==> config.mk <==
export PLATFORM = sky130hd
export DESIGN_NAME = video_scanlines
export DESIGN_NICKNAME = d
export VERILOG_FILES = /design/src/rtl/video_scanlines.sv
export SDC_FILE = /design/constraint.sdc
export NUM_CORES = 1
export LEC_CHECK = 0
export BUFFER_PORTS_ARGS = -buffer_cell sky130_fd_sc_hd__buf_2
export CORE_UTILIZATION = 50
export CTS_BUF_LIST = sky130_fd_sc_hd__clkbuf_8
export CTS_CLUSTER_SIZE = 40
export DETAILED_ROUTE_END_ITERATION = 6
export PLACE_DENSITY = 0.84
export REMOVE_ABC_BUFFERS = 1
export SYNTH_ARGS = -nofsm -noshare
export SYNTH_HDL_FRONTEND = slang
export SYNTH_SLANG_ARGS = --single-unit
==> constraint.sdc <==
create_clock -name CLK_VIDEO -period 1.9 [get_ports CLK_VIDEO]
set_input_delay 0.19 -clock CLK_VIDEO [delete_from_list [all_inputs] [get_ports CLK_VIDEO]]
set_output_delay 0.19 -clock CLK_VIDEO [all_outputs]
set_load 0.05 [all_outputs]
==> src/rtl/video_scanlines.sv <==
// CRT-style scanline darkening on the mixer's pixel stream: odd lines are attenuated
// by a strength latched at frame start; one pixel of latency, same interface shape.
module video_scanlines #(
  parameter bit PARITY_RESET = 1'b0,
  parameter bit DE_LINES     = 1'b0
) (
  input  logic       CLK_VIDEO,
  input  logic       RESET,
  input  logic       ce_pix,
  input  logic [1:0] scanlines,
  input  logic [7:0] R_in,
  input  logic [7:0] G_in,
  input  logic [7:0] B_in,
  input  logic       HS_in,
  input  logic       VS_in,
  input  logic       DE_in,
  output logic       CE_OUT,
  output logic [7:0] R_out,
  output logic [7:0] G_out,
  output logic [7:0] B_out,
  output logic       HS_out,
  output logic       VS_out,
  output logic       DE_out
);

  localparam int DATA_W = 8;

  function automatic logic [DATA_W-1:0] darken(input logic [DATA_W-1:0] x,
                                               input logic [1:0]        mode);
    case (mode)
      2'd1:    darken = x - (x >> 2);
      2'd2:    darken = x >> 1;
      2'd3:    darken = x >> 2;
      default: darken = x;
    endcase
  endfunction

  logic              ce_out_q, ce_out_d;
  logic [DATA_W-1:0] r_q, r_d, g_q, g_d, b_q, b_d;
  logic              hs_q, hs_d, vs_q, vs_d, de_q, de_d;
  logic              parity_q, parity_d;
  logic [1:0]        mode_lat_q, mode_lat_d;
  logic              old_hs_q, old_hs_d, old_vs_q, old_vs_d;
  logic              line_had_de_q, line_had_de_d;
  logic              vs_rise, hs_rise, dk;

  always_comb begin
    ce_out_d      = ce_pix;
    r_d           = r_q;
    g_d           = g_q;
    b_d           = b_q;
    hs_d          = hs_q;
    vs_d          = vs_q;
    de_d          = de_q;
    parity_d      = parity_q;
    mode_lat_d    = mode_lat_q;
    old_hs_d      = old_hs_q;
    old_vs_d      = old_vs_q;
    line_had_de_d = line_had_de_q;
    vs_rise       = VS_in & ~old_vs_q;
    hs_rise       = HS_in & ~old_hs_q;
    // Darkening uses the parity held before this pixel, so the HS edge pixel is unaffected.
    dk            = parity_q & (mode_lat_q != 2'd0) & DE_in;

    if (ce_pix) begin
      r_d      = dk ? darken(R_in, mode_lat_q) : R_in;
      g_d      = dk ? darken(G_in, mode_lat_q) : G_in;
      b_d      = dk ? darken(B_in, mode_lat_q) : B_in;
      hs_d     = HS_in;
      vs_d     = VS_in;
      de_d     = DE_in;
      old_hs_d = HS_in;
      old_vs_d = VS_in;

      if (vs_rise) begin
        parity_d      = PARITY_RESET;
        mode_lat_d    = scanlines;
        line_had_de_d = 1'b0;
      end else if (hs_rise) begin
        if (!DE_LINES || line_had_de_q)
          parity_d = ~parity_q;
        line_had_de_d = 1'b0;
      end else if (DE_in) begin
        line_had_de_d = 1'b1;
      end
    end
  end

  always_ff @(posedge CLK_VIDEO) begin
    if (RESET) begin
      ce_out_q      <= 1'b0;
      r_q           <= '0;
      g_q           <= '0;
      b_q           <= '0;
      hs_q          <= 1'b0;
      vs_q          <= 1'b0;
      de_q          <= 1'b0;
      parity_q      <= PARITY_RESET;
      mode_lat_q    <= 2'd0;
      old_hs_q      <= 1'b0;
      old_vs_q      <= 1'b0;
      line_had_de_q <= 1'b0;
    end else begin
      ce_out_q      <= ce_out_d;
      r_q           <= r_d;
      g_q           <= g_d;
      b_q           <= b_d;
      hs_q          <= hs_d;
      vs_q          <= vs_d;
      de_q          <= de_d;
      parity_q      <= parity_d;
      mode_lat_q    <= mode_lat_d;
      old_hs_q      <= old_hs_d;
      old_vs_q      <= old_vs_d;
      line_had_de_q <= line_had_de_d;
    end
  end

  assign CE_OUT = ce_out_q;
  assign R_out  = r_q;
  assign G_out  = g_q;
  assign B_out  = b_q;
  assign HS_out = hs_q;
  assign VS_out = vs_q;
  assign DE_out = de_q;

endmodule
-- Yosys cells after proc, flatten, opt, wreduce, memory -nomap -nowiden
Cells that the tools add are included.
- add/subtract/negate cells: 3
- bitwise logic cells: 7
- equal/unequal tests: 3
- reductions and logical operators: 4
- mux-type cells: 8
- operator list (operator ; number):
    $pmux 8 s3 ; 3
    $mux 8 ; 3
    $sub 8x6->8 ; 3
    $and 1x1->1 ; 4
    $eq 2x2->1 const B ; 2
    $reduce_and 2->1 ; 2
    $reduce_bool 2->1 ; 2
    $not 1->1 ; 3
    $eq 2x1->1 const B ; 1
    $mux 1 ; 2
- output and inout port bits: 28
- bits in registers: 31
- input bits: 32
- word-level logic and storage cells: 34

-- Logic depth before layout (Yosys ltp)
Gate-level depths: netlist of the first run.
- word-level depth: 4
- mapped depth: 9
- depth with buffers taken out: 9

-- Least setup slack after synthesis of the first run
Ideal clock, no wire load.
- path kind: input -> register
- start point: input G_in[0]
- end point: register g_q[6] (netlist: G_out[6])
- path slack: 0.106 ns
- setup time: 0.115 ns
- path buffers: 0
- stages: 9
- required time: 1.785 ns
- arrival time: 1.680 ns
- cell sequence: inv_1 > ha_1 > inv_1 > fa_1 > a211oi_1 > o21bai_1 > mux2i_1 > o21a_1 > a2111oi_0
- longest elaborated chain between the ends: 3
- RTL lines (item ; RTL line ; RTL):
    from (decl) ; 12 ; input logic [7:0] G_in,
    $sub 8x6->8 ; 31 ; 2'd1: darken = x - (x >> 2);
    $pmux 8 s3 ; 30 ; case (mode)
    $mux 8 ; 67 ; g_d = dk ? darken(G_in, mode_lat_q) : G_in;
    to (signal assigned) ; 106 ; g_q <= g_d;
    to (decl) ; 39 ; logic [DATA_W-1:0] r_q, r_d, g_q, g_d, b_q, b_d;
No other way between the ends.
A chain may end at the register's enable or synchronous reset.

-- Final worst setup path of the first run
- start point: register mode_lat_q[1]
- end point: register g_q[6] (netlist: G_out[6])
- longest elaborated chain between the ends: 4
- elaborated cells on any way between the ends: 8
- classes of those cells: eq/ne (3); mux (2); bitwise (2); reduce/logical (1)
- RTL lines (item ; RTL line ; RTL):
    from (decl) ; 42 ; logic [1:0] mode_lat_q, mode_lat_d;
    from (signal assigned) ; 112 ; mode_lat_q <= mode_lat_d;
    $reduce_bool 2->1 ; 63 ; dk = parity_q & (mode_lat_q != 2'd0) & DE_in;
    $and 1x1->1 (2 in series) ; 63 ;
    $mux 8 * ; 67 ;
Mark *: on every way between the ends. The rest lies on a longest branch, timed or not.

==> impl_summary.md, run 1 <==
Status
The flow ran to the end, and the final reports show no timing, DRC or antenna violations.

Die
Measured along the x axis, the die boundary spans 74.0 µm. The die is 74.0 µm tall. The die covers 5480 µm². Once the floorplan was initialized, standard cells occupied 53.5% of the core. The number of I/O pins is 60. The number of cell rows is 25. The region available for standard cell placement spans 4850 µm².

Synthesis
Each instance of the synthesized netlist takes up on average 7.62 µm². The cell area that synthesis handed to floorplanning was 2590 µm². The count of flip-flops with a built-in enable after synthesis is 0.

During synthesis, Yosys emitted a total of 0 warnings. The biggest area contributor in the post-synthesis netlist is sky130_fd_sc_hd__dfxtp_1. Counting flops with an async set or reset pin after synthesis yields a share of 0%. The post-synthesis instance total is 340. The number of different library cells used by synthesis comes to 41. After synthesis, the largest area contributor takes up 23.9% of total cell area. Among all flip-flop cells after synthesis, the most frequent one is sky130_fd_sc_hd__dfxtp_1. After synthesis, the most frequently instantiated cells are sky130_fd_sc_hd__nor2_1, sky130_fd_sc_hd__nand2_1, sky130_fd_sc_hd__dfxtp_1, sky130_fd_sc_hd__o21ai_0. The register bit total from synthesis is 31.

The register area share after synthesis is 23.9%. The most instantiated library cell after synthesis is sky130_fd_sc_hd__nor2_1. Yosys attributes the largest share of cell area to sky130_fd_sc_hd__dfxtp_1, sky130_fd_sc_hd__ha_1, sky130_fd_sc_hd__o21ai_0.

Placed design
Counting tap cells, the placed design contains a total of 481 instances. Routability-driven placement finished with a final weighted congestion of 0.874. The worst slack after detailed placement is -0.189 ns. Buffers placed on the I/O ports in this run total 59. The wire-length estimate of the detail-placed layout is 5730 µm.

Global routing
The first global-routing pass estimated 13,000 µm of wire. The number of antenna violations at the first check in global routing is 0. For this run the aggregate overflow at the end of global routing stands at 0. The pin count of the biggest net entering global routing is 20. The via count of the first global-routing pass was 2,841. The global-route usage over all layers is 31.0%.

Detailed routing
The final routed wirelength across all metal layers is 8130 µm. The violation count after the first detailed-routing iteration is 402. The routed wirelength normalized by instance count is 16.6 µm. In this run the remaining antenna-violating nets after routing total 0. Detailed routing inserted a total of 3,039 vias. For this run, design rule violations remaining after detail routing come to 0. Dividing the detail-routed via count by the number of cells gives 6.21. The number of detailed-route iterations in the first pass is 5.

Clock tree
The cell sitting at the root of the clock tree is a sky130_fd_sc_hd__clkbuf_8. After clock tree synthesis, the clock-pin slew on the worst setup and hold paths is 0.08 ns. At the later pin of the worst-skew pair, clock insertion delay measures 0.30 ns.

Counting along the longest clock path gives a buffer depth of 2. CTS saw 31 sinks. The number of levels the H-tree was split into is 2. The cts-stage hold buffer count is 0. TritonCTS created 5 clock buffers. The clock tree from TritonCTS is yes.

Timing
The share of the clock period used by the worst path is 94.6%. The minimum setup slack in the final design is 0.103 ns. The clock skew is 0.0129 ns. The count of pins over their slew limit was 0. The post-layout minimum cycle time is 1.80 ns. For the pin with the worst max-slew slack, the measured transition is 0.600 ns.

The count of final setup violators is 0. The worst pin sits at a relative slew slack of 59.5%. The number of failing hold endpoints at the final stage is 0. Setup repair after global routing left no endpoint under its margin. The tightest hold path in the finished design has a slack of 0.156 ns. For this run, the top clock speed supported by timing is 0.556 GHz.

Critical path
On the critical path the largest part of the delay comes from compound AO/OA/AOI/OAI gates. In this design, the stage delay of the slowest critical-path cell is 0.52 ns. The worst flop-to-flop path endpoint is G_out[6]$_SDFFE_PP0P_. STA classifies the critical path endpoint as a register. The number of cell instances on the worst register-to-register path is 6. The critical path class is register to register. Among all stages on the critical path, the largest delay is contributed by sky130_fd_sc_hd__dfxtp_1. The critical path startpoint category is a register. The internal reg-to-reg setup slack is 0.10 ns. The startpoint identified for the worst register-to-register timing path is mode_lat_q[1]$_SDFFE_PP0P_. For the worst setup path, the data required time is 2.06 ns. The critical path goes through nand2b_1 -> buf_4 -> a21oi_1 -> a2111oi_1 -> o21a_1 -> a2111oi_2. For the worst setup path, the data arrival time is 1.96 ns.

The top fanout value on the critical path is 10. Together, buffers and inverters on the worst path number 1.

Worst hold path
The worst hold path belongs to the class primary input to register. The hold path startpoint is scanlines[1]. The worst hold path was traced through 3 stages. For hold timing, the worst endpoint is mode_lat_q[1]$_SDFFE_PP0P_.

Pwr
The relative contribution of the clock network to total power is 33.0%. VDD sags by at most 0.358 mV. The analysis attributes to net switching a power of 0.000751 W. The switching part of the total power is 35.4%. Internal power comes to 0.00137 W. For this design the ratio of total power to cell area is 651 nW/µm².

The proportion of power drawn by combinational gates is 33.2%. For this design the static power due to leakage is 1.45 nW. Sequential cells burn 33.8% of the power.

Finish
The number of antenna diodes in the final layout is 0. The fraction of final layout cells sized beyond drive strength 1 is 27.3%. The number of nets in the layout is 474. The finished layout holds 489 standard cells, fillers aside.

Compared with the post-synthesis result, the final layout area differs by 25.9%.

Job
Max-cap violations in this run came to 0.
[sequential cells by signal, summed over array words and instances (netlist names)]
name,flops
B_out,8
CE_OUT,1
DE_out,1
G_out,8
R_out,8
mode_lat_q,2
old_hs_q,1
old_vs_q,1
parity_q,1
[power groups by stage]
stage	clock (W)	sequential (W)	combinational, W
6_report	0.000701	0.000718	0.000705
5_1_grt	0.000732	0.000723	0.000761
4_1_cts	0.000699	0.000717	0.000690
3_5_place_dp	0	0.000731	0.000679
3_3_place_gp	0	0.000731	0.000660
2_1_floorplan	0	0.000868	0.000298
[metal layers]
metal | global-route usage [%] | share of wire, % | up-vias
met3 | 5.56 | 8.7 | 51
li1 | - | - | 1407
met2 | 48.9 | 46 | 192
met5 | 0 | 0 | -
met4 | 20.1 | 4.6 | 0
met1 | 39.0 | 41 | 1389
[kinds of logic after synthesis]
group | share of synthesized area, %
adder cells (fa/ha/maj) | 11.0
buffers and inverters | 7.58
multiplexers | 6.85
XOR/XNOR | 1.01
AO/OA/AOI/OAI | 31.6
flip-flops | 23.9
AND/OR/NAND/NOR | 18.1
[worst max path at each step]
| stage | depth (start not counted) | slack (ns) | endpoint | from |
|---|---|---|---|---|
| after CTS | 6 | 0.08 | G_out[6]$_SDFFE_PP0P_ | mode_lat_q[1]$_SDFFE_PP0P_ |
| after detailed placement | 10 | -0.19 | G_out[6]$_SDFFE_PP0P_ | G_in[0] |
| after floorplan | 4 | -0.26 | G_out[5]$_SDFFE_PP0P_ | mode_lat_q[0]$_SDFFE_PP0P_ |
| final | 6 | 0.10 | G_out[6]$_SDFFE_PP0P_ | mode_lat_q[1]$_SDFFE_PP0P_ |
| after global placement | 10 | -0.1 | G_out[6]$_SDFFE_PP0P_ | G_in[0] |
| after global routing | 6 | 0.03 | G_out[6]$_SDFFE_PP0P_ | mode_lat_q[1]$_SDFFE_PP0P_ |
[cell usage in the layout (no fill, tap or decap), types with 4 or more instances in the layout]
cell type                  count
sky130_fd_sc_hd__dfxtp_1      31
sky130_fd_sc_hd__buf_4        33
sky130_fd_sc_hd__nand3_1      11
sky130_fd_sc_hd__nor2b_1       5
sky130_fd_sc_hd__o21a_1        6
sky130_fd_sc_hd__a21oi_1      24
sky130_fd_sc_hd__a221oi_1      4
sky130_fd_sc_hd__o21ai_0      31
sky130_fd_sc_hd__mux2i_1      11
sky130_fd_sc_hd__nor2_1       36
sky130_fd_sc_hd__ha_1         18
sky130_fd_sc_hd__o221ai_1      5
sky130_fd_sc_hd__nand2_1      35
sky130_fd_sc_hd__a211oi_1      9
sky130_fd_sc_hd__mux2_2        6
sky130_fd_sc_hd__o32ai_1       4
sky130_fd_sc_hd__and2_1        4
sky130_fd_sc_hd__or4_1         7
sky130_fd_sc_hd__o211ai_1      5
sky130_fd_sc_hd__clkbuf_8      6
sky130_fd_sc_hd__inv_1        24
sky130_fd_sc_hd__buf_2        59
[per-stage QoR]
stage	total power (W)	TNS, ns	utilization [%]	area (µm²)
global placement	0.00139	-0.113	64.7	3140
floorplan	0.00117	-1.23	-	2490
finish	0.00212	0	67.3	3260
CTS	0.00211	0	67.1	3260
detailed placement	0.00141	-0.517	64.7	3140
global route	0.00222	0	67.3	3260
[area by class of cell]
class | count | area, µm²
multi-input cells | 265 | 1780
fillers | 388 | 1590
flip-flops and latches | 31 | 621
repair buffers | 93 | 563
inverters | 25 | 95.1
well taps | 67 | 83.8
clock buffers | 6 | 82.6
clock inverters | 2 | 35.0
[tightest hold or removal path, stage by stage]
cell and delay, ns:
sky130_fd_sc_hd__buf_2 0.10, sky130_fd_sc_hd__nand3_1 0.07, sky130_fd_sc_hd__a21oi_1 0.06
[what timing repair did]
item,4_1_cts,5_1_grt
setup buffers,0,0
gates resized for setup,0,3
setup endpoints to repair,0,1
Note: power is estimated with default switching activity, not from simulation.
==> run 2: changes to the inputs <==
--- a/config.mk
+++ b/config.mk
@@ -8,9 +8,9 @@
 export BUFFER_PORTS_ARGS = -buffer_cell sky130_fd_sc_hd__buf_2
 export CORE_UTILIZATION = 50
 export CTS_BUF_LIST = sky130_fd_sc_hd__clkbuf_8
-export CTS_CLUSTER_SIZE = 40
+export CTS_CLUSTER_SIZE = 14
 export DETAILED_ROUTE_END_ITERATION = 6
-export PLACE_DENSITY = 0.84
+export PLACE_DENSITY = 0.81
 export REMOVE_ABC_BUFFERS = 1
 export SYNTH_ARGS = -nofsm -noshare
 export SYNTH_HDL_FRONTEND = slang
==> constraint.sdc (replaced) <==
create_clock -name CLK_VIDEO -period 2 [get_ports CLK_VIDEO]
set_input_delay 0.2 -clock CLK_VIDEO [delete_from_list [all_inputs] [get_ports CLK_VIDEO]]
set_output_delay 0.2 -clock CLK_VIDEO [all_outputs]
set_load 0.05 [all_outputs]
==> run 2 against run 1 <==
  * Critical path depth down 1
  * First-iteration DRC count is 8.2% lower
  * Register-to-register slack improved by 0.08 ns
  * Final cell count down 2.2%
  * Setup slack better by 0.075 ns
  * Clock skew fell by 0.0072 ns
  * Die area unchanged
  * Largest cell class unchanged
==> impl_summary.md, run 2 (synthesized netlist as in run 1, its figures left out) <==
Die
The die width was 74.0 µm (unchanged). The starting utilization of the core area is 53.5% (unchanged). The die area came to 5480 µm² (unchanged). The vertical die dimension came to 74.0 µm (unchanged). The area of the placeable core is 4850 µm² (unchanged). The number of cell rows was 25 (unchanged). The number of I/O pins is 60 (unchanged).

Clock tree
The total CTS buffers is 5 (unchanged). The number of levels the H-tree was split into was 2 (unchanged). The clock net sink count was 31 (unchanged). The clock tree from TritonCTS is yes (unchanged). The register clock-pin slew on the reported worst setup and hold paths is 0.07 ns (was 0.08 ns).

The number of cells upsized or downsized after cts is 0 (unchanged). The source-to-sink clock delay at the later pin of the worst-skew pair is 0.29 ns (was 0.30 ns). The number of buffers on the longest clock path came to 2 (unchanged).

The cts-stage hold buffer count came to 0 (unchanged). The number of setup buffers added after CTS was 0 (unchanged). The cell at the root of the clock tree is sky130_fd_sc_hd__clkbuf_8 (unchanged).

Critical path
The launching point of the worst reg2reg path was mode_lat_q[1]$_SDFFE_PP0P_ (unchanged). The worst endpoint data arrival time was 2.00 ns (was 1.96 ns). The endpoint of the most critical setup path is B_out[6]$_SDFFE_PP0P_ (was G_out[6]$_SDFFE_PP0P_). The critical-path cell with the highest stage delay is sky130_fd_sc_hd__a2111oi_0 (was sky130_fd_sc_hd__dfxtp_1). The largest stage delay on the critical path is 0.60 ns (was 0.52 ns). The worst flop-to-flop path endpoint is B_out[6]$_SDFFE_PP0P_ (was G_out[6]$_SDFFE_PP0P_). The start point of the critical path is mode_lat_q[1]$_SDFFE_PP0P_ (unchanged). The number of cell instances on the worst register-to-register path is 5 (was 6).

The critical path startpoint category is a register (unchanged). The internal reg-to-reg setup slack is 0.18 ns (was 0.10 ns). The critical path capture point type is a register (unchanged). The critical path class is register to register (unchanged).

Worst path cell trace: buf_4 -> a21oi_1 -> a2111oi_0 -> o21a_1 -> a2111oi_2 (was nand2b_1 -> buf_4 -> a21oi_1 -> a2111oi_1 -> o21a_1 -> a2111oi_2). The top fanout value on the critical path is 13 (was 10). The endpoint required time on the critical path is 2.18 ns (was 2.06 ns).

Global routing
The global-route congestion overflow total is 0 (unchanged). The global-route usage over all layers was 28.9% (was 31.0%). The first-pass GRT wire length is 12,200 µm (was 13,000 µm). The number of antenna violations at the first check in global routing was 0 (unchanged). The pin count of the biggest net entering global routing was 17 (was 20). The via count of the first global-routing pass is 2,709 (was 2,841).

Timing
The number of failing hold endpoints at the final stage is 0 (unchanged). The clock skew is 0.00578 ns (was 0.0129 ns). The headroom to the max-slew limit was 56.5% (was 59.5%). The count of pins over their slew limit came to 0 (unchanged).

The slew of the pin with the lowest slew margin is 0.636 ns (was 0.600 ns). The worst hold margin came to 0.159 ns (was 0.156 ns). The post-layout minimum cycle time is 1.82 ns (was 1.80 ns). The achievable frequency was 0.549 GHz (was 0.556 GHz).

The share of the clock period used by the worst path is 91.1% (was 94.6%). Setup repair after global routing missed its margin: no (unchanged). The count of final setup violators is 0 (unchanged).

Pwr
The internal power summed over all cells is 0.00128 W (was 0.00137 W). The switching part of the total power is 35.1% (was 35.4%). The reported net switching power is 0.000696 W (was 0.000751 W).

The relative contribution of the clock network to total power is 33.4% (was 33.0%). The sequential group share of total power is 34.4% (was 33.8%). The power per cell area is 626 nW/µm² (was 651 nW/µm²). The worst ir drop on vdd is 0.341 mV (was 0.358 mV). The total power was 0.00198 W (was 0.00212 W). The leakage power total is 1.39 nW (was 1.45 nW). The proportion of power drawn by combinational gates came to 32.2% (was 33.2%).

Detailed routing
The met2 layer wire length in the routed design is 3490 µm (was 3730 µm). The total routed wire length on the met1 layer came to 3290 µm (was 3310 µm). The number of detailed-route iterations in the first pass is 5 (unchanged).

The met3 wire length is 600 µm (was 710 µm). The DRC violations left was 0 (unchanged). The violation count after the first detailed-routing iteration was 369 (was 402). The final routed wirelength across all metal layers came to 7600 µm (was 8130 µm).

The via count of the routed design is 2,933 (was 3,039). The highest layer used for signal routing is met4 (unchanged). The remaining antenna violation count was 0 (unchanged). The routed via count divided by cell count is 6.14 (was 6.21). The routed wirelength normalized by instance count was 15.9 µm (was 16.6 µm).

Placed design
The final weighted congestion of routability-driven global placement came to 0.919 (was 0.874). The number of buffer cells added on primary ports was 59 (unchanged). The placed wire-length estimate is 5630 µm (was 5730 µm).

The post-placement cell area is 3040 µm² (was 3140 µm²).

Finish
The fraction of final layout cells sized beyond drive strength 1 is 25.1% (was 27.3%). The final design area excluding fillers is 3160 µm² (was 3260 µm²). The most common cell after layout, fill and taps aside is sky130_fd_sc_hd__buf_2 (unchanged). The area added between synthesis and finish is 22.0% (was 25.9%).

Commonest cells after routing, fill and taps aside: sky130_fd_sc_hd__buf_2, sky130_fd_sc_hd__nor2_1, sky130_fd_sc_hd__nand2_1, sky130_fd_sc_hd__dfxtp_1, sky130_fd_sc_hd__o21ai_0 (was sky130_fd_sc_hd__buf_2, sky130_fd_sc_hd__nor2_1, sky130_fd_sc_hd__nand2_1, sky130_fd_sc_hd__buf_4). The count of inserted antenna diode cells came to 0 (unchanged). The number of nets in the layout is 463 (was 474).

Job
The max-cap check violation count is 0 (unchanged).

Worst hold path
The classification of the worst-slack hold path is primary input to register (unchanged).

Status
Run status: finished clean (unchanged).
==> run 2: cell count changes in the layout (fill, tap and decap cells not counted) <==
cell,delta
sky130_fd_sc_hd__buf_4,-10
sky130_fd_sc_hd__a2111oi_0,+1
sky130_fd_sc_hd__a2111oi_2,-1
sky130_fd_sc_hd__buf_12,-1
==> run 2: metal layers <==
metal	vias up	GRT usage, %
li1	1387	-
met1	1364	36.6
met2	154	47.4
met3	28	5.83
met4	0	13.0
met5	-	0
==> run 2: power groups by stage <==
stage | logic [W] | clock network (W) | registers, W
finish | 0.000637 | 0.000661 | 0.000682
global route | 0.000689 | 0.000702 | 0.000686
CTS | 0.000628 | 0.000662 | 0.000681
detailed placement | 0.000621 | 0 | 0.000695
global placement | 0.000606 | 0 | 0.000693
floorplan | 0.000283 | 0 | 0.000825
==> run 2: how the worst min path moves through the flow <==
stage	from	endpoint	slack [ns]	cells after the start
floorplan	RESET	G_out[2]$_SDFFE_PP0P_	0.27	1
global placement	R_out[4]$_SDFFE_PP0P_	R_out[4]$_SDFFE_PP0P_	0.43	2
detailed placement	R_out[3]$_SDFFE_PP0P_	R_out[3]$_SDFFE_PP0P_	0.44	2
CTS	RESET	R_out[2]$_SDFFE_PP0P_	0.16	2
global route	RESET	R_out[2]$_SDFFE_PP0P_	0.16	2
finish	VS_in	old_vs_q$_SDFFE_PP0P_	0.16	3
==> run 2: through the flow <==
| stage | worst slack [ns] | utilization [%] | TNS, ns | std cells |
|---|---|---|---|---|
| 6_report | 0.178 | 65.2 | 0 | 478 |
| 2_1_floorplan | -0.165 | - | -0.423 | 321 |
| 3_5_place_dp | -0.112 | 62.8 | -0.138 | 470 |
| 3_3_place_gp | -0.0143 | 62.8 | -0.0143 | 470 |
| 5_1_grt | 0.0125 | 65.2 | 0 | 478 |
| 4_1_cts | 0.175 | 65.2 | 0 | 478 |
==> run 2: worst max-delay path: cells and delay by family, from the launching register on <==
kind | cells | cell delay, ns
compound gates | 4 | 0.98
flops | 1 | 0.47
buf+inv | 1 | 0.26
==> run 2: cell type report <==
| cell class | instances | area [µm²] |
|---|---|---|
| Tap cell | 67 | 83.8 |
| Timing Repair Buffer | 82 | 468 |
| Fill cell | 400 | 1690 |
| Clock inverter | 2 | 35.0 |
| Multi-Input combinational cell | 265 | 1780 |
| Clock buffer | 6 | 82.6 |
| Inverter | 25 | 95.1 |
| Sequential cell | 31 | 621 |
